$ cat src/rtl/fabric_req_arbiter.sv
// Two-initiator round-robin front end for the single-target storage fabric.
// Serialises one transaction at a time and returns the response (or a timeout error) to its initiator.
module fabric_req_arbiter #(
    parameter int WIDTH   = 32,
    parameter int TIMEOUT = 8
) (
    input  logic             clk,
    input  logic             rst_n,
    input  logic             m0_valid,
    output logic             m0_ready,
    input  logic             m0_wr,
    input  logic [WIDTH-1:0] m0_wdata,
    output logic             m0_rsp_valid,
    output logic [WIDTH-1:0] m0_rsp_data,
    output logic             m0_rsp_err,
    input  logic             m1_valid,
    output logic             m1_ready,
    input  logic             m1_wr,
    input  logic [WIDTH-1:0] m1_wdata,
    output logic             m1_rsp_valid,
    output logic [WIDTH-1:0] m1_rsp_data,
    output logic             m1_rsp_err,
    output logic             t_read_req,
    output logic             t_write_req,
    output logic [WIDTH-1:0] t_write_data,
    input  logic [WIDTH-1:0] t_read_data,
    input  logic             t_resp_valid,
    output logic             busy
);
    localparam int CW = $clog2(TIMEOUT) + 1;

    typedef enum logic [1:0] {IDLE, ISSUE, WAIT, RESP} state_t;

    state_t           state_q, state_d;
    logic             rr_q, rr_d;
    logic             grant_q, grant_d;
    logic             wr_q, wr_d;
    logic [WIDTH-1:0] wdata_q, wdata_d;
    logic [CW-1:0]    cnt_q, cnt_d;
    logic             rd_req_q, rd_req_d;
    logic             wr_req_q, wr_req_d;
    logic [1:0]       rsp_valid_q, rsp_valid_d;
    logic [WIDTH-1:0] rsp_data_q, rsp_data_d;
    logic             rsp_err_q, rsp_err_d;
    logic             win1;

    // M1 wins when it is the only requester or when the pointer favours it.
    assign win1     = m1_valid & (~m0_valid | rr_q);
    assign m0_ready = rst_n & (state_q == IDLE) & m0_valid & ~win1;
    assign m1_ready = rst_n & (state_q == IDLE) & win1;

    always_comb begin
        state_d     = state_q;
        rr_d        = rr_q;
        grant_d     = grant_q;
        wr_d        = wr_q;
        wdata_d     = wdata_q;
        cnt_d       = cnt_q;
        rd_req_d    = 1'b0;
        wr_req_d    = 1'b0;
        rsp_valid_d = '0;
        rsp_data_d  = '0;
        rsp_err_d   = 1'b0;
        case (state_q)
            IDLE: begin
                if (m0_valid | m1_valid) begin
                    grant_d  = win1;
                    wr_d     = win1 ? m1_wr : m0_wr;
                    wdata_d  = win1 ? m1_wdata : m0_wdata;
                    rr_d     = ~win1;
                    wr_req_d = wr_d;
                    rd_req_d = ~wr_d;
                    state_d  = ISSUE;
                end
            end
            ISSUE: begin
                cnt_d   = '0;
                state_d = WAIT;
            end
            WAIT: begin
                if (t_resp_valid) begin
                    rsp_valid_d[grant_q] = 1'b1;
                    rsp_data_d           = wr_q ? '0 : t_read_data;
                    state_d              = RESP;
                // Counter runs 0..TIMEOUT, so the error lands TIMEOUT+2 cycles after the strobe.
                end else if (cnt_q == CW'(TIMEOUT)) begin
                    rsp_valid_d[grant_q] = 1'b1;
                    rsp_err_d            = 1'b1;
                    state_d              = RESP;
                end else begin
                    cnt_d = cnt_q + 1'b1;
                end
            end
            RESP:    state_d = IDLE;
            default: state_d = IDLE;
        endcase
    end

    always_ff @(posedge clk or negedge rst_n) begin
        if (!rst_n) begin
            state_q     <= IDLE;
            rr_q        <= 1'b0;
            grant_q     <= 1'b0;
            wr_q        <= 1'b0;
            wdata_q     <= '0;
            cnt_q       <= '0;
            rd_req_q    <= 1'b0;
            wr_req_q    <= 1'b0;
            rsp_valid_q <= '0;
            rsp_data_q  <= '0;
            rsp_err_q   <= 1'b0;
        end else begin
            state_q     <= state_d;
            rr_q        <= rr_d;
            grant_q     <= grant_d;
            wr_q        <= wr_d;
            wdata_q     <= wdata_d;
            cnt_q       <= cnt_d;
            rd_req_q    <= rd_req_d;
            wr_req_q    <= wr_req_d;
            rsp_valid_q <= rsp_valid_d;
            rsp_data_q  <= rsp_data_d;
            rsp_err_q   <= rsp_err_d;
        end
    end

    assign t_read_req   = rd_req_q;
    assign t_write_req  = wr_req_q;
    assign t_write_data = wdata_q;
    assign busy         = (state_q != IDLE);

    assign m0_rsp_valid = rsp_valid_q[0];
    assign m1_rsp_valid = rsp_valid_q[1];
    assign m0_rsp_data  = rsp_valid_q[0] ? rsp_data_q : '0;
    assign m1_rsp_data  = rsp_valid_q[1] ? rsp_data_q : '0;
    assign m0_rsp_err   = rsp_valid_q[0] & rsp_err_q;
    assign m1_rsp_err   = rsp_valid_q[1] & rsp_err_q;
endmodule

$ cat config.mk
export PLATFORM = sky130hd
export DESIGN_NAME = fabric_req_arbiter
export DESIGN_NICKNAME = d
export VERILOG_FILES = /design/src/rtl/fabric_req_arbiter.sv
export SDC_FILE = /design/constraint.sdc
export NUM_CORES = 1
export LEC_CHECK = 0
export ABC_CLOCK_PERIOD_IN_PS = 4130
export BUFFER_PORTS_ARGS = -buffer_cell sky130_fd_sc_hd__buf_2
export CORE_MARGIN = 2
export CORE_UTILIZATION = 40
export DETAILED_ROUTE_END_ITERATION = 12
export GPL_TIMING_DRIVEN = 0
export MAX_ROUTING_LAYER = met4
export PLACE_DENSITY_LB_ADDON = 0.05
export SYNTH_ARGS = -nofsm -noshare
export SYNTH_HDL_FRONTEND = slang
export SYNTH_SLANG_ARGS = --single-unit
$ cat constraint.sdc
create_clock -name clk -period 4.13 [get_ports clk]
set_input_delay 0.2065 -clock clk [delete_from_list [all_inputs] [get_ports clk]]
set_output_delay 0.2065 -clock clk [all_outputs]
set_load 0.03 [all_outputs]
Yosys cells after proc, flatten, opt, wreduce, memory -nomap -nowiden
Index checks and enable logic that the tools add are counted.

cells by class
  add/sub/neg operators = 1
  $lt $le $gt $ge = 2
  eq/ne operators = 8
  mux-type cells = 26
  bitwise operators = 12
  reductions and logical operators = 7

operator list
  kind                                                      count
  2-to-1 mux 32 bit                                         6
  2-to-1 mux 2 bit                                          6
  2-to-1 mux 1 bit                                          9
  2-to-1 mux 4 bit                                          2
  one-hot mux 2 bit (4 select lines)                        1
  one-hot mux 4 bit (2 select lines)                        1
  AND 1 bit                                                 7
  adder 4 x 1 -> 4 bit, second input constant               1
  == test 2 bit, second input constant                      2
  == test 4 bit, second input constant                      1
  inequality test 2 bit, second input constant              2
  AND reduction 2 bit                                       2
  nonzero test 2 bit                                        2
  inequality test 3 bit, second input constant              1
  inverter 1 bit                                            3
  AND reduction 3 bit                                       1
  == test 2 x 1 -> 1 bit, second input constant             1
  zero test 2 bit                                           1
  < comparator 1 x 2 -> 1 bit, second input constant        1
  inequality test 2 x 1 -> 1 bit, second input constant     1
  bitwise OR 1 bit                                          2
  demux 1 bit (select 1 bit)                                1
  greater-or-equal comparator 1 bit, second input constant  1
  logical AND 1 bit                                         1

storage, ports and cells
  bits in registers = 78
  output and inout bits = 105
  word-level logic and storage cells = 67

Logic depth before layout (Yosys ltp)
Gate-level depths: netlist of the first run.

  depth after elaboration = 7
  gate-level depth with buffers = 6

Worst setup path after synthesis of the first run
Ideal clock, no wire load.

  path type = register -> output
  from = register state_q[0]
  to = output port m1_ready
  arrival time = 1794 ps
  required time = 3923 ps
  path slack = 2129 ps
  cell stages (with the launch flop) = 7
  cell sequence = dfrtp_1 > inv_1 > ha_1 > buf_2 > clkbuf_1 > nand2_1 > nor3_1

on the way
  longest elaborated chain between the ends = 3

RTL lines
  element                   line  RTL
  start: declaration        34    state_t state_q, state_d;
  start signal: assignment  113   state_q <= state_d;
  zero test 2 bit           50    assign m1_ready = rst_n & (state_q == IDLE) & win1;
  AND 1 bit (2 in a row)    50
  end: declaration          17    output logic m1_ready,

Every way passes these cells.

Worst setup path in the final report of the first run
Same ends and word-level chain as after synthesis.

==> key figures, run 1 <==
Finish
  – Share of layout cells above drive strength 1: 43.77%
  – Area delta synth->final: 39.87%
  – Fin util: 57.85%
  – Nets: 649
  – # diodes: 0
  – Final instance area: 5070 µm²

Worst setup path
  – CP Launch Type: flop
  – Slowest cell on crit path: dfrtp_1
  – Max incr delay on CP: 400 ps
  – Sequence of cells on the critical path: inv_1 -> ha_1 -> buf_2 -> clkbuf_1 -> nand2_1 -> nor3_1 -> buf_2
  – Worst Path Required: 3920 ps
  – Sum of buffers and inverters on the critical path: 4
  – Max FO, Critical Path: 10
  – Top delay family on crit path: buffers and inverters
  – Critical Path AT: 2170 ps
  – Most common cell on crit path: buf_2
  – Worst setup EP type: output pin
  – Critical path class: reg -> out

Floorplanning
  – DIE HEIGHT: 99.20 µm
  – IO Pins: 208
  – Initial core utilization: 41.36%
  – Die area: 9840 µm²
  – # rows: 34
  – Die Span X: 99.20 µm
  – Core area: 8763 µm²

Logic synthesis
  – Top post-synthesis cells by area: dfrtp_1, and2_1, a221o_1
  – Yosys top cell by area: dfrtp_1
  – Post-synthesis adder-cell area fraction: 1.726%
  – Synth top cells by count: and2_1, dfrtp_1, and3_1
  – Post-Synth Simple-Gate Area: 26.48%
  – Mean post-synth cell area: 11.29 µm²
  – Syn nets: 429
  – Post-synth EDFFs: 0
  – Complex-gate fraction of the synthesized area: 12.39%
  – XOR/XNOR Fraction of Synth Area: 0.2416%
  – Largest family of logic cells by synthesized area: simple AND/OR/NAND/NOR gates
  – Syn. warnings: 0
  – Post-synthesis mux area share: 0.5868%
  – Syn Inst Count: 321
  – Commonest register cell after synthesis: dfrtp_1
  – Area share of the largest cell type after synthesis: 53.85%
  – Flops & latches, synth: 78
  – Synth unique cells: 38
  – Sequential area share after synthesis: 53.85%
  – Count leader, synth: and2_1
  – Post-Syn Area: 3625 µm²
  – Ys async rst share: 100.0%

Pwr
  – P_sw: 1.215 mW
  – Leakage: 2.957 nW
  – Combinational power share: 42.1%
  – Maximum vdd drop: 451.8 µV
  – Pwr dens: 611.3 nW/µm²
  – Reg power frac: 36.7%
  – Pint: 1.884 mW
  – Power share of the clock group: 21.2%
  – Sw Share: 39.20%

Clocking
  – CTS Buffer Depth: 2
  – Clock Sinks: 78
  – Setup Fix Bufs, Post-CTS: 0
  – Clk_lat worst skew: 340 ps
  – CTS root buf: clkbuf_8
  – CTS tree: built
  – Cts bufs inserted: 9
  – Htree depth: 3
  – Clock-pin slew on the worst setup and hold paths: 80 ps

Routing
  – Iteration-0 DRC Markers: 58
  – Drt pass-1 iters: 4
  – Routed length per instance: 14.80 µm
  – DRC: 0
  – Via density: 4.839
  – Final ANT Viol Nets: 0
  – Vias: 3,165
  – Final WL: 9.679 mm

STA
  – Final setup viols: 0
  – Max_slew headroom: 69.87%
  – Fin crit period: 2381 ps
  – Final Max Slew Viols: 0
  – Highest clock rate: 0.4200 GHz
  – Skew final: 6.998 ps
  – RSZ-0062 raised after global routing: no
  – Fin crit share: 57.65%
  – Final setup TNS: 0 ps
  – Worst-Margin Slew: 451.8 ps
  – Fin Hold WS: 60.92 ps
  – Final Hold Vio Count: 0

GRT
  – Number of global-route vias before repair: 3,114
  – First-pass GRT wire length: 15.25 mm
  – Grt ovf: 0
  – GRT Overall Usage: 20.28%
  – Largest net degree at the start of global routing: 51
  – Initial antenna violation count: 0

Run status
  – Status: finished clean

Run
  – Number of max-cap violations: 0

Placed design
  – Routability cong.: 0.8255
  – Placed Area: 4826 µm²
  – Post-DP HPWL: 7.472 mm
  – Port Buffers: 207

Worst hold path
  – HP Class: in -> reg
[path summary, 6_finish.rpt]
path | from | end | slack (ps) | cells past startpoint
hold / removal | t_read_data[5] | rsp_data_q[5]$_DFF_PN0_ | 60 | 2
max in group asynchronous | rst_n | t_write_data[27]$_DFFE_PN0P_ | 3220 | 3
min in group asynchronous | rst_n | t_write_data[0]$_DFFE_PN0P_ | 330 | 2
hold reg to reg | grant_q$_DFFE_PN0P_ | rsp_valid_q[0]$_DFF_PN0_ | 460 | 1
setup / recovery | state_q[0]$_DFFE_PN0P_ | m1_ready | 1750 | 7
setup reg to reg | state_q[0]$_DFFE_PN0P_ | t_write_data[21]$_DFFE_PN0P_ | 2320 | 6
[routing by layer]
| layer | GRT usage, % | up-vias | share of wire (%) |
|---|---|---|---|
| met5 | - | - | 0 |
| met4 | 9.168 | 0 | 3.0 |
| met3 | 3.162 | 20 | 6.6 |
| met2 | 32.90 | 138 | 49 |
| met1 | 25.14 | 1456 | 41 |
| li1 | - | 1551 | - |
[power groups by stage]
stage               Sequential [mW]  Combinational [mW]  Clock, mW
detailed placement             1.14                1.33          0
CTS                            1.14                1.33      0.679
finish                         1.14                1.30      0.657
global route                   1.17                1.43      0.711
floorplan                      1.44               0.599          0
global placement               1.15                1.30          0
[logic make-up (layout without fill, tap and decap cells)]
logic type,count (synthesis),in the layout
XOR/XNOR,1,1
buffers and inverters,32,257
flip-flops,78,78
adder cells (fa/ha/maj),5,5
AND/OR/NAND/NOR,154,154
AO/OA/AOI/OAI,49,49
multiplexers,2,2
[layout make-up]
class	count	area (µm²)
fillers	810	3694
flip-flops and latches	78	1952
multi-input cells	211	1501
repair buffers	209	1076
clock buffers	13	168.9
plain buffers	23	137.6
well taps	108	135.1
clock inverters	3	65.06
inverters	9	33.78
[timing repair]
item,4_1_cts,5_1_grt
hold buffers,1,0
hold endpoints to repair,28,0
resized for setup,0,0
[state kept, by name, indices dropped and copies added, names as in the netlist]
register	count
rsp_data_q	32
t_write_data	32
cnt_q	4
rsp_valid_q	2
state_q	2
grant_q	1
rr_q	1
rsp_err_q	1
t_read_req	1
t_write_req	1
wr_q	1
[metrics by stage]
step	worst slack [ps]	power [mW]	instances
finish	1749	3.099	654
CTS	1675	3.145	654
global placement	1662	2.443	636
global route	1511	3.313	654
detailed placement	2077	2.475	637
floorplan	2129	2.039	321
[cell usage in the layout (no fill, tap or decap), drive strengths merged, types with 2 or more instances in the layout]
| cell | synthesis | routed |
|---|---|---|
| buf | 11 | 219 |
| and2 | 99 | 99 |
| dfrtp | 78 | 78 |
| and3 | 34 | 34 |
| a221o | 32 | 32 |
| clkbuf | 12 | 25 |
| inv | 9 | 9 |
| ha | 5 | 5 |
| nor2 | 4 | 4 |
| nand2 | 4 | 4 |
| nand2b | 3 | 3 |
| o21ai | 3 | 3 |
| nor2b | 2 | 2 |
| a21oi | 2 | 2 |
| a31o | 2 | 2 |
| a21o | 2 | 2 |
| bufinv | 0 | 2 |
| a21boi | 2 | 2 |
| nor3 | 2 | 2 |
(Power assumes the default switching activity.)
==> run 2: changes to the inputs <==
Settings changed: ABC_AREA from default to 1, ABC_CLOCK_PERIOD_IN_PS 4130 to 2050.
Clock period 4.13 ns to 2.05 ns, I/O delays scaled along.
==> key figures, run 2 <==
Run status
  – Status: finished clean

Worst setup path
  – Max FO, Critical Path: 10
  – CP Launch Type: flop
  – Critical path class: reg -> reg
  – Worst Path Required: 2330 ps
  – Sequence of cells on the critical path: inv_1 -> ha_4 -> o21ai_4 -> nor2_8 -> buf_6 -> nand2_1 -> nand3_1 -> dlygate4sd3_1
  – Cells on worst reg2reg path: 8
  – Slowest cell on crit path: dlygate4sd3_1
  – Max incr delay on CP: 540 ps
  – Critical Path AT: 2200 ps
  – Worst setup EP type: flop

Logic synthesis
  – Syn nets: 605
  – Sequential area share after synthesis: 51.42%
  – Synth unique cells: 24
  – Syn Inst Count: 497
  – Ys async rst share: 100.0%
  – Post-synth EDFFs: 0
  – Syn. warnings: 0
  – Flops & latches, synth: 78
  – Yosys top cell by area: dfrtp_1
  – Synth top cells by count: nand2_1, inv_1, dfrtp_1
  – Mean post-synth cell area: 7.638 µm²
  – Commonest register cell after synthesis: dfrtp_1
  – Post-Syn Area: 3796 µm²
  – Count leader, synth: nand2_1
  – Top post-synthesis cells by area: dfrtp_1, nand2_1, inv_1
  – Area share of the largest cell type after synthesis: 51.42%

Routing
  – Final ANT Viol Nets: 0
  – DRC: 0
  – Vias: 4,094
  – Drt pass-1 iters: 4
  – Final WL: 11.48 mm
  – Routed length per instance: 12.12 µm
  – Iteration-0 DRC Markers: 180
  – Via density: 4.323

Placed design
  – Placed cells: 834
  – Placed Area: 5024 µm²
  – Post-DP HPWL: 7.663 mm
  – Port Buffers: 207
  – Routability cong.: 0.8027

Clocking
  – Htree depth: 3
  – CTS Buffer Depth: 2
  – CTS root buf: clkbuf_8
  – Clk_lat worst skew: 350 ps
  – Clock Sinks: 78
  – Clock-pin slew on the worst setup and hold paths: 90 ps
  – CTS tree: built
  – Cts bufs inserted: 9

Finish
  – Fin util: 67.00%
  – Most frequent cells in the layout: buf_2, nand2_1, inv_1, dlygate4sd3_1, dfrtp_1
  – # diodes: 0
  – Area delta synth->final: 63.09%
  – Nets: 921
  – Share of layout cells above drive strength 1: 31.91%
  – Non-Filler Instances: 947
  – Final instance area: 6191 µm²
  – Most common cell after layout, fill and taps aside: buf_2

Pwr
  – Leakage: 4.038 nW
  – Pwr dens: 1021 nW/µm²
  – Maximum vdd drop: 716.8 µV

STA
  – Final Max Slew Viols: 0
  – Worst-Margin Slew: 470.3 ps
  – Skew final: 14.12 ps
  – Final setup TNS: 0 ps
  – Fin crit period: 1916 ps
  – Final setup viols: 0
  – Final Hold Vio Count: 0
  – Highest clock rate: 0.5220 GHz
  – Fin Hold WS: 25.22 ps
  – RSZ-0062 raised after global routing: no
  – Fin crit share: 93.44%
  – Max_slew headroom: 68.65%

Floorplanning
  – DIE HEIGHT: 101.4 µm
  – IO Pins: 208
  – # rows: 35
  – Initial core utilization: 41.08%
  – Die area: 10,290 µm²
  – Core area: 9240 µm²
  – Die Span X: 101.4 µm

Run
  – Number of max-cap violations: 0

GRT
  – Met1 Usage GRT: 26.95%
  – Busiest grt layer: met2
  – Number of global-route vias before repair: 4,157
  – Grt ovf: 0
  – GR Util met3: 4.003%
  – GRT Overall Usage: 23.51%
  – Initial antenna violation count: 0
  – Largest net degree at the start of global routing: 53
  – First-pass GRT wire length: 18.43 mm
  – Grt met2 use: 41.06%

Worst hold path
  – Hold depth: 3
  – HP Class: in -> reg
-- run 2: cell count changes after synthesis, sizes merged, moves of 3 or more --
cell / change
nand3: +34
inv: +104
and2: -99
and3: -34
nand2: +189
nand2b: -3
nor2: +41
a221o: -32
-- run 2: final timing paths --
path / from / end / slack (ps)
setup / recovery: state_q[0]$_DFFE_PN0P_ / t_write_data[4]$_DFFE_PN0P_ / 130
hold reg to reg: grant_q$_DFFE_PN0P_ / rsp_valid_q[0]$_DFF_PN0_ / 430
min in group asynchronous: rst_n / t_write_data[5]$_DFFE_PN0P_ / 210
hold / removal: t_read_data[21] / rsp_data_q[21]$_DFF_PN0_ / 30
setup reg to reg: state_q[0]$_DFFE_PN0P_ / t_write_data[4]$_DFFE_PN0P_ / 130
max in group asynchronous: rst_n / rsp_data_q[16]$_DFF_PN0_ / 1250
-- run 2: per-stage QoR --
stage	power, mW	setup slack, ps
after floorplan	4.189	562.1
after global placement	4.989	-105.5
after detailed placement	5.057	465.6
after CTS	6.311	25.93
after global routing	6.767	25.09
final	6.319	134.5
-- run 2: metal layers --
layer / part of all wire (%) / wire length [µm]
met1: 42 / 4777
met2: 50 / 5698
met3: 6.4 / 733
met4: 2.4 / 270
met5: 0 / 0
-- run 2: area by class of cell --
class | count | area [µm²]
fill | 753 | 3049
multi-input combinational | 286 | 1316
clock inverter | 6 | 46.29
buffer | 20 | 116.4
clock buffer | 10 | 137.6
timing repair buffer | 305 | 2037
tap | 129 | 161.4
inverter | 113 | 424.2
sequential | 78 | 1952
-- run 2: power breakdown --
part           internal (mW)  leakage, nW  switching (mW)
logic                   1.04         2.93            1.93
clock network          0.479       0.0889           0.585
registers               2.02         1.02           0.270
-- run 2: worst max-delay path, delay by kind of cell, from the launching register on --
family	cells	cell delay [ps]
AO/OA/AOI/OAI	1	120
adder cells (fa/ha/maj)	1	190
flip-flops	1	390
buffers and inverters	3	850
AND/OR/NAND/NOR	3	300
-- run 2: timing repair --
item / CTS / global route
endpoints found under the setup margin: 0 / 2
resized for setup: 0 / 2
buffers inserted: 0 / 0
hold endpoints to repair: 91 / 0
hold buffers: 97 / 0
-- run 2: cells by family (layout without fill, tap and decap cells) --
| group | Yosys count | count (layout) | share of synthesized area [%] |
|---|---|---|---|
| fa+ha+maj | 5 | 5 | 1.648 |
| xor+xnor | 1 | 1 | 0.2308 |
| buf+inv | 133 | 454 | 14.24 |
| flops | 78 | 78 | 51.42 |
| simple gates | 276 | 276 | 31.51 |
| compound gates | 4 | 4 | 0.9557 |
